**src/rtl/keypad_scan.sv**
```systemverilog
// ---------------------------------------------------------------------------
// keypad_scan
//
// Scans a 4x4 matrix keypad one column at a time, debounces a single key
// press and its release, and reports the accepted key as a hex code.
//
// Parameters
//   SCAN_DIV      clock cycles each column is driven (min 4)
//   DEBOUNCE_CNT  consecutive stable cycles needed to accept a press or
//                 a release (min 2)
//
// Ports
//   clk        system clock, all logic on the rising edge
//   rst        asynchronous, active-high reset
//   row_in     keypad rows, active-low, pulled up, asynchronous to clk
//   col_out    column drive, active-low, exactly one bit low at all times
//   key_code   hex code of the most recently accepted key
//   key_valid  one-cycle pulse when a key is accepted
//   key_held   high from acceptance until the release is accepted
//   disp_val   registered copy of key_code for the 7-segment decoder
//
// state    | meaning
// ---------+-----------------------------------------------------------
// SCAN     | walk the columns, sample rows on the last cycle of a dwell
// DEBOUNCE | column held, counting cycles the captured row stays low
// PRESSED  | key accepted, column held, waiting for all rows high
// RELEASE  | counting cycles all rows stay high before re-arming
// ---------------------------------------------------------------------------
module keypad_scan #(
  parameter int SCAN_DIV     = 50000,
  parameter int DEBOUNCE_CNT = 500000
) (
  input  logic       clk,
  input  logic       rst,
  input  logic [3:0] row_in,
  output logic [3:0] col_out,
  output logic [3:0] key_code,
  output logic       key_valid,
  output logic       key_held,
  output logic [3:0] disp_val
);

  // Both timers are down-counters loaded with N-1 and terminating at zero,
  // so $clog2(N) bits always suffice and the count can never wrap.
  localparam int DIV_W = (SCAN_DIV > 1) ? $clog2(SCAN_DIV) : 1;
  localparam int DEB_W = (DEBOUNCE_CNT > 1) ? $clog2(DEBOUNCE_CNT) : 1;

  localparam logic [DIV_W-1:0] DIV_LOAD = DIV_W'(SCAN_DIV - 1);
  localparam logic [DEB_W-1:0] DEB_LOAD = DEB_W'(DEBOUNCE_CNT - 1);

  typedef enum logic [1:0] {
    ST_SCAN     = 2'd0,
    ST_DEBOUNCE = 2'd1,
    ST_PRESSED  = 2'd2,
    ST_RELEASE  = 2'd3
  } state_t;

  state_t           state_q, state_d;
  logic [3:0]       row_meta_q;
  logic [3:0]       row_sync_q;
  logic [1:0]       col_q, col_d;
  logic [3:0]       col_out_q, col_out_d;
  logic [DIV_W-1:0] div_cnt_q, div_cnt_d;
  logic [DEB_W-1:0] deb_cnt_q, deb_cnt_d;
  logic [1:0]       row_idx_q, row_idx_d;
  logic [3:0]       key_code_q, key_code_d;
  logic [3:0]       disp_val_q, disp_val_d;
  logic             key_valid_q, key_valid_d;
  logic             key_held_q, key_held_d;

  logic             one_low;
  logic [1:0]       low_idx;
  logic [3:0]       cap_pattern;
  logic             rows_idle;

  function automatic logic [3:0] key_map(input logic [1:0] r, input logic [1:0] c);
    logic [3:0] code;
    case ({r, c})
      4'b00_00: code = 4'h1;
      4'b00_01: code = 4'h2;
      4'b00_10: code = 4'h3;
      4'b00_11: code = 4'hA;
      4'b01_00: code = 4'h4;
      4'b01_01: code = 4'h5;
      4'b01_10: code = 4'h6;
      4'b01_11: code = 4'hB;
      4'b10_00: code = 4'h7;
      4'b10_01: code = 4'h8;
      4'b10_10: code = 4'h9;
      4'b10_11: code = 4'hC;
      4'b11_00: code = 4'hE;
      4'b11_01: code = 4'h0;
      4'b11_10: code = 4'hF;
      default:  code = 4'hD;
    endcase
    return code;
  endfunction

  // Two-flop synchronizer; idles high so a reset never looks like a press.
  always_ff @(posedge clk or posedge rst) begin
    if (rst) begin
      row_meta_q <= 4'b1111;
      row_sync_q <= 4'b1111;
    end else begin
      row_meta_q <= row_in;
      row_sync_q <= row_meta_q;
    end
  end

  // Only a single low row identifies a key; multiple lows are ghosting or
  // a multi-key chord and are rejected.
  always_comb begin
    one_low = 1'b1;
    low_idx = 2'd0;
    case (row_sync_q)
      4'b1110: low_idx = 2'd0;
      4'b1101: low_idx = 2'd1;
      4'b1011: low_idx = 2'd2;
      4'b0111: low_idx = 2'd3;
      default: one_low = 1'b0;
    endcase
  end

  assign cap_pattern = ~(4'b0001 << row_idx_q);
  assign rows_idle   = (row_sync_q == 4'b1111);

  always_comb begin
    state_d     = state_q;
    col_d       = col_q;
    div_cnt_d   = div_cnt_q;
    deb_cnt_d   = deb_cnt_q;
    row_idx_d   = row_idx_q;
    key_code_d  = key_code_q;
    key_valid_d = 1'b0;
    key_held_d  = key_held_q;

    case (state_q)
      ST_SCAN: begin
        if (div_cnt_q == '0) begin
          div_cnt_d = DIV_LOAD;
          if (one_low) begin
            row_idx_d = low_idx;
            deb_cnt_d = DEB_LOAD;
            state_d   = ST_DEBOUNCE;
          end else begin
            col_d = col_q + 2'd1;
          end
        end else begin
          div_cnt_d = div_cnt_q - 1'b1;
        end
      end

      ST_DEBOUNCE: begin
        if (row_sync_q != cap_pattern) begin
          deb_cnt_d = DEB_LOAD;
          div_cnt_d = DIV_LOAD;
          col_d     = col_q + 2'd1;
          state_d   = ST_SCAN;
        end else if (deb_cnt_q == '0) begin
          key_code_d  = key_map(row_idx_q, col_q);
          key_valid_d = 1'b1;
          key_held_d  = 1'b1;
          state_d     = ST_PRESSED;
        end else begin
          deb_cnt_d = deb_cnt_q - 1'b1;
        end
      end

      ST_PRESSED: begin
        // Other keys in the held column are ignored; only all-rows-high
        // starts the release qualification.
        if (rows_idle) begin
          deb_cnt_d = DEB_LOAD;
          state_d   = ST_RELEASE;
        end
      end

      ST_RELEASE: begin
        if (!rows_idle) begin
          deb_cnt_d = DEB_LOAD;
          state_d   = ST_PRESSED;
        end else if (deb_cnt_q == '0) begin
          key_held_d = 1'b0;
          div_cnt_d  = DIV_LOAD;
          col_d      = col_q + 2'd1;
          state_d    = ST_SCAN;
        end else begin
          deb_cnt_d = deb_cnt_q - 1'b1;
        end
      end

      default: begin
        state_d = ST_SCAN;
      end
    endcase

    col_out_d  = ~(4'b0001 << col_d);
    disp_val_d = key_code_d;
  end

  always_ff @(posedge clk or posedge rst) begin
    if (rst) begin
      state_q     <= ST_SCAN;
      col_q       <= 2'd0;
      col_out_q   <= 4'b1110;
      div_cnt_q   <= DIV_LOAD;
      deb_cnt_q   <= DEB_LOAD;
      row_idx_q   <= 2'd0;
      key_code_q  <= 4'h0;
      disp_val_q  <= 4'h0;
      key_valid_q <= 1'b0;
      key_held_q  <= 1'b0;
    end else begin
      state_q     <= state_d;
      col_q       <= col_d;
      col_out_q   <= col_out_d;
      div_cnt_q   <= div_cnt_d;
      deb_cnt_q   <= deb_cnt_d;
      row_idx_q   <= row_idx_d;
      key_code_q  <= key_code_d;
      disp_val_q  <= disp_val_d;
      key_valid_q <= key_valid_d;
      key_held_q  <= key_held_d;
    end
  end

  assign col_out   = col_out_q;
  assign key_code  = key_code_q;
  assign disp_val  = disp_val_q;
  assign key_valid = key_valid_q;
  assign key_held  = key_held_q;

endmodule
```
**config.mk**
```make
export PLATFORM = sky130hd
export DESIGN_NAME = keypad_scan
export DESIGN_NICKNAME = d
export VERILOG_FILES = /design/src/rtl/keypad_scan.sv
export SDC_FILE = /design/constraint.sdc
export NUM_CORES = 1
export LEC_CHECK = 0
export ABC_AREA = 1
export ABC_CLOCK_PERIOD_IN_PS = 2100
export CAP_MARGIN = 20
export CORE_UTILIZATION = 47
export CTS_CLUSTER_SIZE = 14
export DETAILED_ROUTE_END_ITERATION = 12
export PLACE_DENSITY_LB_ADDON = 0.12
export SLEW_MARGIN = 20
export SYNTH_ARGS = -nofsm -noshare
export SYNTH_HDL_FRONTEND = slang
export SYNTH_SLANG_ARGS = --single-unit
```
**constraint.sdc**
```tcl
create_clock -name clk -period 2.1 [get_ports clk]
set_clock_uncertainty 0.2 [all_clocks]
set_input_delay 0.525 -clock clk [delete_from_list [all_inputs] [get_ports clk]]
set_output_delay 0.525 -clock clk [all_outputs]
set_load 0.05 [all_outputs]
```
### Word level (Yosys, flattened, before mapping)

Memory sizes are Yosys's and may differ from the RTL's. A register that Yosys moved wholly into a read port is not among the register bits.
Index checks and enable logic that the tools add are counted.

| cells by class | value |
|---|---|
| $add $sub $neg | 3 |
| eq/ne operators | 19 |
| shift-type cells | 2 |
| mux-type cells | 36 |
| bitwise logic cells | 3 |
| reductions and logical operators | 12 |

Operator list:

| cell | number |
|---|---|
| 2-to-1 mux 19 bit | 6 |
| case mux 19 bit (4 select lines) | 1 |
| 2-to-1 mux 16 bit | 4 |
| case mux 16 bit (3 select lines) | 1 |
| 2-to-1 mux 2 bit | 12 |
| zero test 19 bit | 1 |
| subtractor 19 x 1 -> 19 bit (second input constant) | 1 |
| == test 4 bit (second input constant) | 4 |
| zero test 16 bit | 1 |
| inequality test 2 bit (second input constant) | 8 |
| subtractor 16 x 1 -> 16 bit (second input constant) | 1 |
| case mux 2 bit (3 select lines) | 2 |
| AND reduction 5 bit | 2 |
| AND reduction 3 bit | 3 |
| 2-to-1 mux 1 bit | 8 |
| NOT 4 bit | 2 |
| case mux 2 bit (4 select lines) | 1 |
| left shift 1 x 2 -> 4 bit (first input constant) | 2 |
| inequality test 3 bit (second input constant) | 2 |
| == test 2 bit (second input constant) | 2 |
| == test 4 x 3 -> 1 bit (second input constant) | 1 |
| inequality test 4 bit | 1 |
| AND reduction 4 bit | 1 |
| OR reduction 4 bit | 1 |
| 7 further kinds | 7 |

| storage, ports and cells | value |
|---|---|
| register bits after elaboration | 55 |
| memory bits (read-only) | 64 |
| input port bits | 6 |
| output and inout bits | 14 |
| logic and storage cells | 86 |
| memories | 1 |

Memories:

| name | words | bits a word | rd ports | clocked after Yosys merged registers in | wr ports | line | source |
|---|---|---|---|---|---|---|---|
| (name not given) | 16 | 4 | 1 | 1 | 0 | 78 | `case ({r, c})` |

### Logic depth before layout (Yosys ltp)

Gate-level depths: netlist (run 1).

| depth | value |
|---|---|
| depth after elaboration | 8 |
| gate-level depth with buffers | 14 |
| depth with buffers taken out | 12 |

### Worst setup path after synthesis (run 1)

Ideal clock, no wire load.

| path | value |
|---|---|
| path kind | register -> register |
| start | reg div_cnt_q[0] |
| end | reg div_cnt_q[6] |
| arrival | 1.574 ns |
| data required time | 1.821 ns |
| setup slack | 0.247 ns |
| cell stages (with the launch flop) | 10 |
| path buffers | 1 |
| clock period less this slack | 1.853 ns |
| cells stage by stage | dfstp_2 -> inv_1 -> ha_1 -> nand2_1 -> nor2_2 -> nand2_2 -> clkbuf_1 -> nand3_1 -> o21ai_2 -> o21ai_2 |

| between the ends | value |
|---|---|
| word-level cells in the longest chain between the ends | 3 |

RTL lines:

| what | line | source |
|---|---|---|
| start, declared | 63 | `logic [DIV_W-1:0] div_cnt_q, div_cnt_d;` |
| start signal, assigned | 217 | `div_cnt_q <= div_cnt_d;` |
| subtractor 16 x 1 -> 16 bit / zero test 16 bit (equally long branches) | 149, 139 |  |
| 2-to-1 mux 16 bit * | 139 | `if (div_cnt_q == '0) begin` |
| case mux 16 bit (3 select lines) * | 137 | `case (state_q)` |

Every way passes the cells marked *; elsewhere a longest branch is shown, timed or not.
A chain may end at the register's enable or synchronous reset.

### Final worst setup path (run 1)

| path | value |
|---|---|
| start | reg deb_cnt_q[0] |
| end | reg col_out_q[0], in the netlist col_out[0] |

| between the ends | value |
|---|---|
| word-level cells in the longest chain between the ends | 6 |

RTL lines:

| what | line | source |
|---|---|---|
| start, declared | 64 | `logic [DEB_W-1:0] deb_cnt_q, deb_cnt_d;` |
| start signal, assigned | 218 | `deb_cnt_q <= deb_cnt_d;` |
| zero test 19 bit | 182 | `end else if (deb_cnt_q == '0) begin` |
| 2-to-1 mux 2 bit | 182 |  |
| 2-to-1 mux 2 bit | 179 | `if (!rows_idle) begin` |
| case mux 2 bit (3 select lines) | 137 |  |
| named net col_d[0] | 61 | `logic [1:0] col_q, col_d;` |
| left shift 1 x 2 -> 4 bit | 197 | `col_out_d = ~(4'b0001 << col_d);` |
| NOT 4 bit | 197 |  |
| named net col_out_d[0] | 62 | `logic [3:0] col_out_q, col_out_d;` |
| end signal, assigned | 216 | `col_out_q <= col_out_d;` |
| end, declared | 62 |  |

The timed path passes the listed nets, and every way through them passes these cells.

==> qor.yml, run 1 <==
synth_nets: 533
tightest_slew_ps: 320
area_growth_syn_to_layout_pct: 14.1
ys_seq_elements: 59
power_density_mw_per_mm2: 525
endpoint_kind: "flop"
drive_gt1_share_pct: 23.6
grt_overflow: 0
clk_pin_slew_ps: 70
final_nets: 564
synth_largest_area_cell: "dfstp_2"
synthesis.instances: 519
antenna_found_initial: 0
grt_pass1_vias: 3329
cap_violations: 0
gp_congestion: 0.968
clk_latency_ps: 340
row_count: 32
hold_path_class: "flop to flop"
root_buffer: "clkbuf_8"
crit_chain: "inv_1, ha_1, inv_2, nor2_1, nand3_1, nor2_4, nand3_1, nand3_1, nand2_1, nand2_2, inv_1, nand2_1"
crit_family: "simple AND/OR/NAND/NOR gates"
fillers: 730
wl_per_cell_um: 13.8
htree_levels: 3
initial_core_util_pct: 49.3
slowest_stage: "dfstp_2"
fp.dieW_um: 92.5
dr.pass1.iters: 5
design_area_mm2: 0.00439
highest_layer: "met4"
leakage_nw: 2.19
vias: 3468
final_core_util_pct: 56.3
insertedDiodeCount: 0
crit_top_cell: "nand3_1"
whs_ps: 148
cp-start-kind: "flop"
finalCritPeriodShare_pct: 92.7
grt.total_usage_pct: 23.1
setup_viol: 0
post-place-cells: 640
cts_buffers: 9
slew_viol_final: 0
vias_per_cell: 5.29
clock.fmax_mhz: 513
clk_path_buf_depth: 2
yosys_warnings: 0
drc: 0
setup_ws_ps: 152
met3_length_um: 340
synth_top_family_by_area: "simple AND/OR/NAND/NOR gates"
rsz0062_at_grt: "false"
pre_cts_ws_ps: 82.0
critPathKind: "flop to flop"
seq_area_frac_synth_pct: 39.3
synth_top_area_share_pct: 21.1
synth_fa_ha_area_share_pct: 2.60
slowest_delay_ps: 530
synth.avg_cell_area_um2: 7.42
fin_crit_ps: 1950
status: "finished clean"
power_mw: 2.31
coreArea_mm2: 0.00781
crit_arrival_ps: 1980
layout_commonest_cell: "nand2_1"
drtIter0Drc: 134
wl_met1_um: 4090
critical_path.max_fanout: 5
ios: 20
postRouteAntennaNets: 0
peakVddDrop_mv: 0.351
grt_pass1_wl_um: 15600
drt_wl_total_um: 9080
route.met2.wl_um: 4450
finalNonFillerCells: 656
cts_sinks: 59
relSlewSlack_pct: 78.5
required_ps: 2130
io_buffers: 19
cts_tree: "yes"
synth_xor_area_share_pct: 0.682
yosysUniqueCellTypes: 41
finalSetupTns_ps: 0
dp_hpwl_um: 6710
grt_max_degree: 60
synthesis.area_mm2: 0.00385
synth_compound_area_share_pct: 10.3
dieArea_mm2: 0.00856
synth_area_leaders: "dfstp_2 21%, dfrtp_1 18%, nand2_1 13%, nand3_1 8.1%, nor2_1 5.9%"
finalHoldViolations: 0
postPlaceCellArea_mm2: 0.00417
fp.dieH_um: 92.5
synth_mux_area_share_pct: 0
yosys.area_share.simple_pct: 37.9
mostFrequentLayoutCells: "129 x nand2_1, 62 x nand3_1, 60 x nor2_1"
path_buf_inv: 3
## logic make-up (layout without fill, tap and decap cells)
| logic type | count (synthesis) | count (layout) |
|---|---|---|
| simple gates | 311 | 311 |
| xor+xnor | 3 | 3 |
| compound gates | 62 | 62 |
| fa+ha+maj | 8 | 8 |
| flops | 59 | 59 |
| buf+inv | 76 | 111 |
## worst register-to-register path: cells and delay by family (launching register included)
family / cells / cell delay, ps
adder cells (fa/ha/maj): 1 / 210
buffers and inverters: 3 / 220
flip-flops: 1 / 530
AND/OR/NAND/NOR: 8 / 690
## registers in the layout, summed over array words and instances (netlist names)
| name | flops |
|---|---|
| col_out | 4 |
| key_held | 1 |
| row_sync_q | 4 |
| row_idx_q | 2 |
| disp_val | 4 |
| key_valid | 1 |
| row_meta_q | 4 |
| col_q | 2 |
| div_cnt_q | 16 |
| deb_cnt_q | 19 |
| state_q | 2 |
## report_power, final
group          switching [mW]  internal (mW)
clock network           0.457          0.638
registers             0.00408           1.15
logic                  0.0385         0.0186
total                   0.500           1.81
## worst paths after layout
kind,start,to,slack (ps),cells past startpoint
setup / recovery,deb_cnt_q[0]$_DFFE_PP1P_,col_out[0]$_DFF_PP0_,150,12
hold / removal,row_meta_q[1]$_DFF_PP1_,row_sync_q[1]$_DFF_PP1_,150,0
setup reg to reg,deb_cnt_q[0]$_DFFE_PP1P_,col_out[0]$_DFF_PP0_,150,12
hold reg to reg,row_meta_q[1]$_DFF_PP1_,row_sync_q[1]$_DFF_PP1_,150,0
max in group asynchronous,rst,div_cnt_q[15]$_DFFE_PP1P_,960,3
min in group asynchronous,rst,row_idx_q[0]$_DFFE_PP0P_,410,3
## layer usage
| metal | global-route usage [%] | vias to the layer above |
|---|---|---|
| met3 | 5.25 | 18 |
| met2 | 39.3 | 74 |
| met5 | 0 | - |
| met1 | 28.5 | 1618 |
| li1 | - | 1758 |
| met4 | 8.20 | 0 |
## synth_stat cells (all sizes together)
library cell  number
a211oi             1
a21boi             2
a21o               3
a21oi              5
a22oi              1
and3               1
buf               10
clkbuf             3
clkinv             2
dfrtp             28
dfstp             31
ha                 8
inv               61
nand2            141
nand3             65
nand4             23
nor2              73
nor3               6
o211ai             2
o21ai             45
o21bai             1
o22ai              2
or2                2
xnor2              1
xor2               2
## repair_timing
item / in CTS / in global routing
hold buffers: 0 / 0
setup endpoints to repair: 0 / 9
setup buffers: 0 / 1
resized for setup: 0 / 4
## layout make-up
cell class                      count  area (µm²)  area share, %
Sequential cell                    59        1520           34.5
Timing Repair Buffer               33         310           7.06
Inverter                           63         244           5.55
Tap cell                          102         128           2.90
Clock inverter                      2        35.0          0.797
Multi-Input combinational cell    384        1990           45.4
Clock buffer                       13         169           3.84
Power figures use the tool's default switching activity.
==> inputs of run 2 (changes only) <==
--- a/config.mk
+++ b/config.mk
@@ -11,6 +11,7 @@
 export CORE_UTILIZATION = 47
 export CTS_CLUSTER_SIZE = 14
 export DETAILED_ROUTE_END_ITERATION = 12
+export GPL_TIMING_DRIVEN = 0
 export PLACE_DENSITY_LB_ADDON = 0.12
 export SLEW_MARGIN = 20
 export SYNTH_ARGS = -nofsm -noshare
==> constraint.sdc (replaced) <==
create_clock -name clk -period 2.1 [get_ports clk]
set_clock_uncertainty 0.2 [all_clocks]
set_input_delay 0.525 -clock clk [delete_from_list [all_inputs] [get_ports clk]]
set_output_delay 0.525 -clock clk [all_outputs]
set_load 0.005 [all_outputs]
==> qor.yml, run 2 (same netlist as run 1, synthesis figures left out) <==
status: "finished clean"
tightest_slew_ps: 714  # +394 ps
gp_congestion: 0.877  # -9.4%
mostFrequentLayoutCells: "128 x nand2_1, 60 x nand3_1, 60 x nor2_1"
cts_tree: "yes"
power.internal_mw: 2.02  # +12%
critPathLaunch: "col_out[1]$_DFF_PP1_"
clk_path_buf_depth: 2  # unchanged
fin_crit_ps: 2070  # +118 ps
post-place-cells: 641  # +0.16%
vias_per_cell: 5.26  # -0.51%
path_depth: 1  # -11
p_seq_share_pct: 45.5  # -4.6 points
largest_reg_flops: 19  # unchanged
drt_wl_total_um: 9180  # +1.1%
cts_sinks: 59  # unchanged
grt_max_degree: 33  # -45%
wl_per_cell_um: 13.9  # +0.64%
finalHoldViolations: 0  # unchanged
switchingPower_uw: 515  # +3.1%
share_comb_of_total_power_pct: 2.2  # -0.3 points
root_buffer: "clkbuf_8"
power_frac_clock_pct: 52.2  # +4.8 points
hold_path_class: "flop to flop"
io_buffers: 19  # unchanged
crit_arrival_ps: 1340  # -640 ps
initial_core_util_pct: 49.3  # unchanged
required_ps: 1370  # -760 ps
whs_ps: 156  # +8.51 ps
grt_pass1_wl_um: 15300  # -1.8%
slowest_stage: "dfstp_2"
crit_family: "flip-flops"
clock.fmax_mhz: 484  # -5.7%
rsz0062_at_grt: "false"
dieArea_mm2: 0.00856  # unchanged
finalCritPeriodShare_pct: 98.3  # +5.6 points
switching_share_pct: 20.3  # -1.4 points
drive_gt1_share_pct: 22.6  # -1.0 points
dr.pass1.iters: 5  # unchanged
path_buf_inv: 1  # -2
htree_levels: 3  # unchanged
drc: 0  # unchanged
clk_pin_slew_ps: 70  # about the same
relSlewSlack_pct: 52.3  # -26 points
slew_viol_final: 0  # unchanged
critical_path.max_fanout: 1  # -4
grt.total_usage_pct: 22.9  # -0.20 points
power_density_mw_per_mm2: 563  # +7.1%
drtIter0Drc: 140  # +4.5%
row_count: 32  # unchanged
coreArea_mm2: 0.00781  # unchanged
antenna_found_initial: 0  # unchanged
layout_commonest_cell: "nand2_1"
peakVddDrop_mv: 0.328  # -6.5%
final_nets: 566  # +0.35%
clk_latency_ps: 350  # about the same
reg2reg_depth: 9  # -3
endpoint_kind: "output pin"
vias: 3466  # -0.058%
ff2ff_setup_slack_ps: 150  # about the same
fp.dieW_um: 92.5  # unchanged
cap_violations: 0  # unchanged
cp-start-kind: "flop"
insertedDiodeCount: 0  # unchanged
grt_pass1_vias: 3269  # -1.8%
ios: 20  # unchanged
leakage_nw: 2.19  # +0.37%
setup_viol: 0  # unchanged
r2r-end: "div_cnt_q[6]$_DFFE_PP1P_"
area_growth_syn_to_layout_pct: 17.1
crit_chain: "clkdlybuf4s50_1"
slowest_delay_ps: 510  # -20 ps
top_register: "deb_cnt_q"
timing.rr.start: "div_cnt_q[1]$_DFFE_PP1P_"
dp_hpwl_um: 6710  # about the same
cts_buffers: 9  # unchanged
critPathKind: "flop to output pin"
reg_top3: "deb_cnt_q: 19 flops, div_cnt_q: 16 flops"
hp-start: "row_meta_q[2]$_DFF_PP1_"
finalNonFillerCells: 659  # +0.46%
postRouteAntennaNets: 0  # unchanged
cp-endpoint: "col_out[1]"
cts_hold_buf: 0  # unchanged
grt_overflow: 0  # unchanged
fp.dieH_um: 92.5  # unchanged
## run 2: changes by cell type in the layout (fill, tap and decap cells not counted), sizes merged
cell / delta
clkinv: -1
clkinvlp: +1
dlymetal6s2s: +1
bufinv: +2
buf: -15
dlygate4sd2: +2
clkdlybuf4s50: +11
clkbuf: +2
## run 2: power groups by stage
stage | registers (mW) | clock network [mW] | logic (mW)
floorplan | 1.17 | 0 | 0.0328
CTS | 1.16 | 1.35 | 0.0593
finish | 1.16 | 1.33 | 0.0571
global placement | 1.18 | 0 | 0.0527
global route | 1.16 | 1.40 | 0.0663
detailed placement | 1.18 | 0 | 0.0593
## run 2: final cells by class
cell class | count | area [µm²]
Tap cell | 102 | 128
Inverter | 63 | 246
Clock buffer | 12 | 155
Buffer | 13 | 115
Fill cell | 731 | 3300
Sequential cell | 59 | 1520
Clock inverter | 4 | 97.6
Multi-Input combinational cell | 384 | 2030
Timing Repair Buffer | 22 | 225
## run 2: layer usage
| layer | wire length (µm) | GRT usage, % |
|---|---|---|
| met1 | 4080 | 28.1 |
| met2 | 4610 | 39.5 |
| met3 | 311 | 4.35 |
| met4 | 167 | 8.85 |
| met5 | 0 | 0 |
## run 2: how the worst min path moves through the flow
| stage | depth (start not counted) | to |
|---|---|---|
| finish | 0 | row_sync_q[2]$_DFF_PP1_ |
| CTS | 0 | row_sync_q[2]$_DFF_PP1_ |
| floorplan | 0 | row_sync_q[0]$_DFF_PP1_ |
| global placement | 0 | row_sync_q[0]$_DFF_PP1_ |
| global route | 0 | row_sync_q[0]$_DFF_PP1_ |
| detailed placement | 0 | row_sync_q[2]$_DFF_PP1_ |
## run 2: metrics by stage
step / cell area [µm²] / setup TNS, ps / power, mW / setup slack, ps / utilization (%)
final: 4510 / 0 / 2.54 / 34.7 / 57.8
after global routing: 4510 / 0 / 2.62 / 0.185 / 57.8
after CTS: 4450 / 0 / 2.57 / 19.1 / 57.0
after detailed placement: 4190 / -248 / 1.23 / -64.6 / 53.7
after global placement: 4170 / -2100 / 1.23 / -73.5 / 53.5
after floorplan: 3860 / 0 / 1.21 / 247 / -
## run 2: repair_timing
action / 4_1_cts / 5_1_grt
endpoints found under the setup margin: 11 / 37
buffers inserted: 0 / 2
resized for setup: 5 / 14
pin swaps: 0 / 1
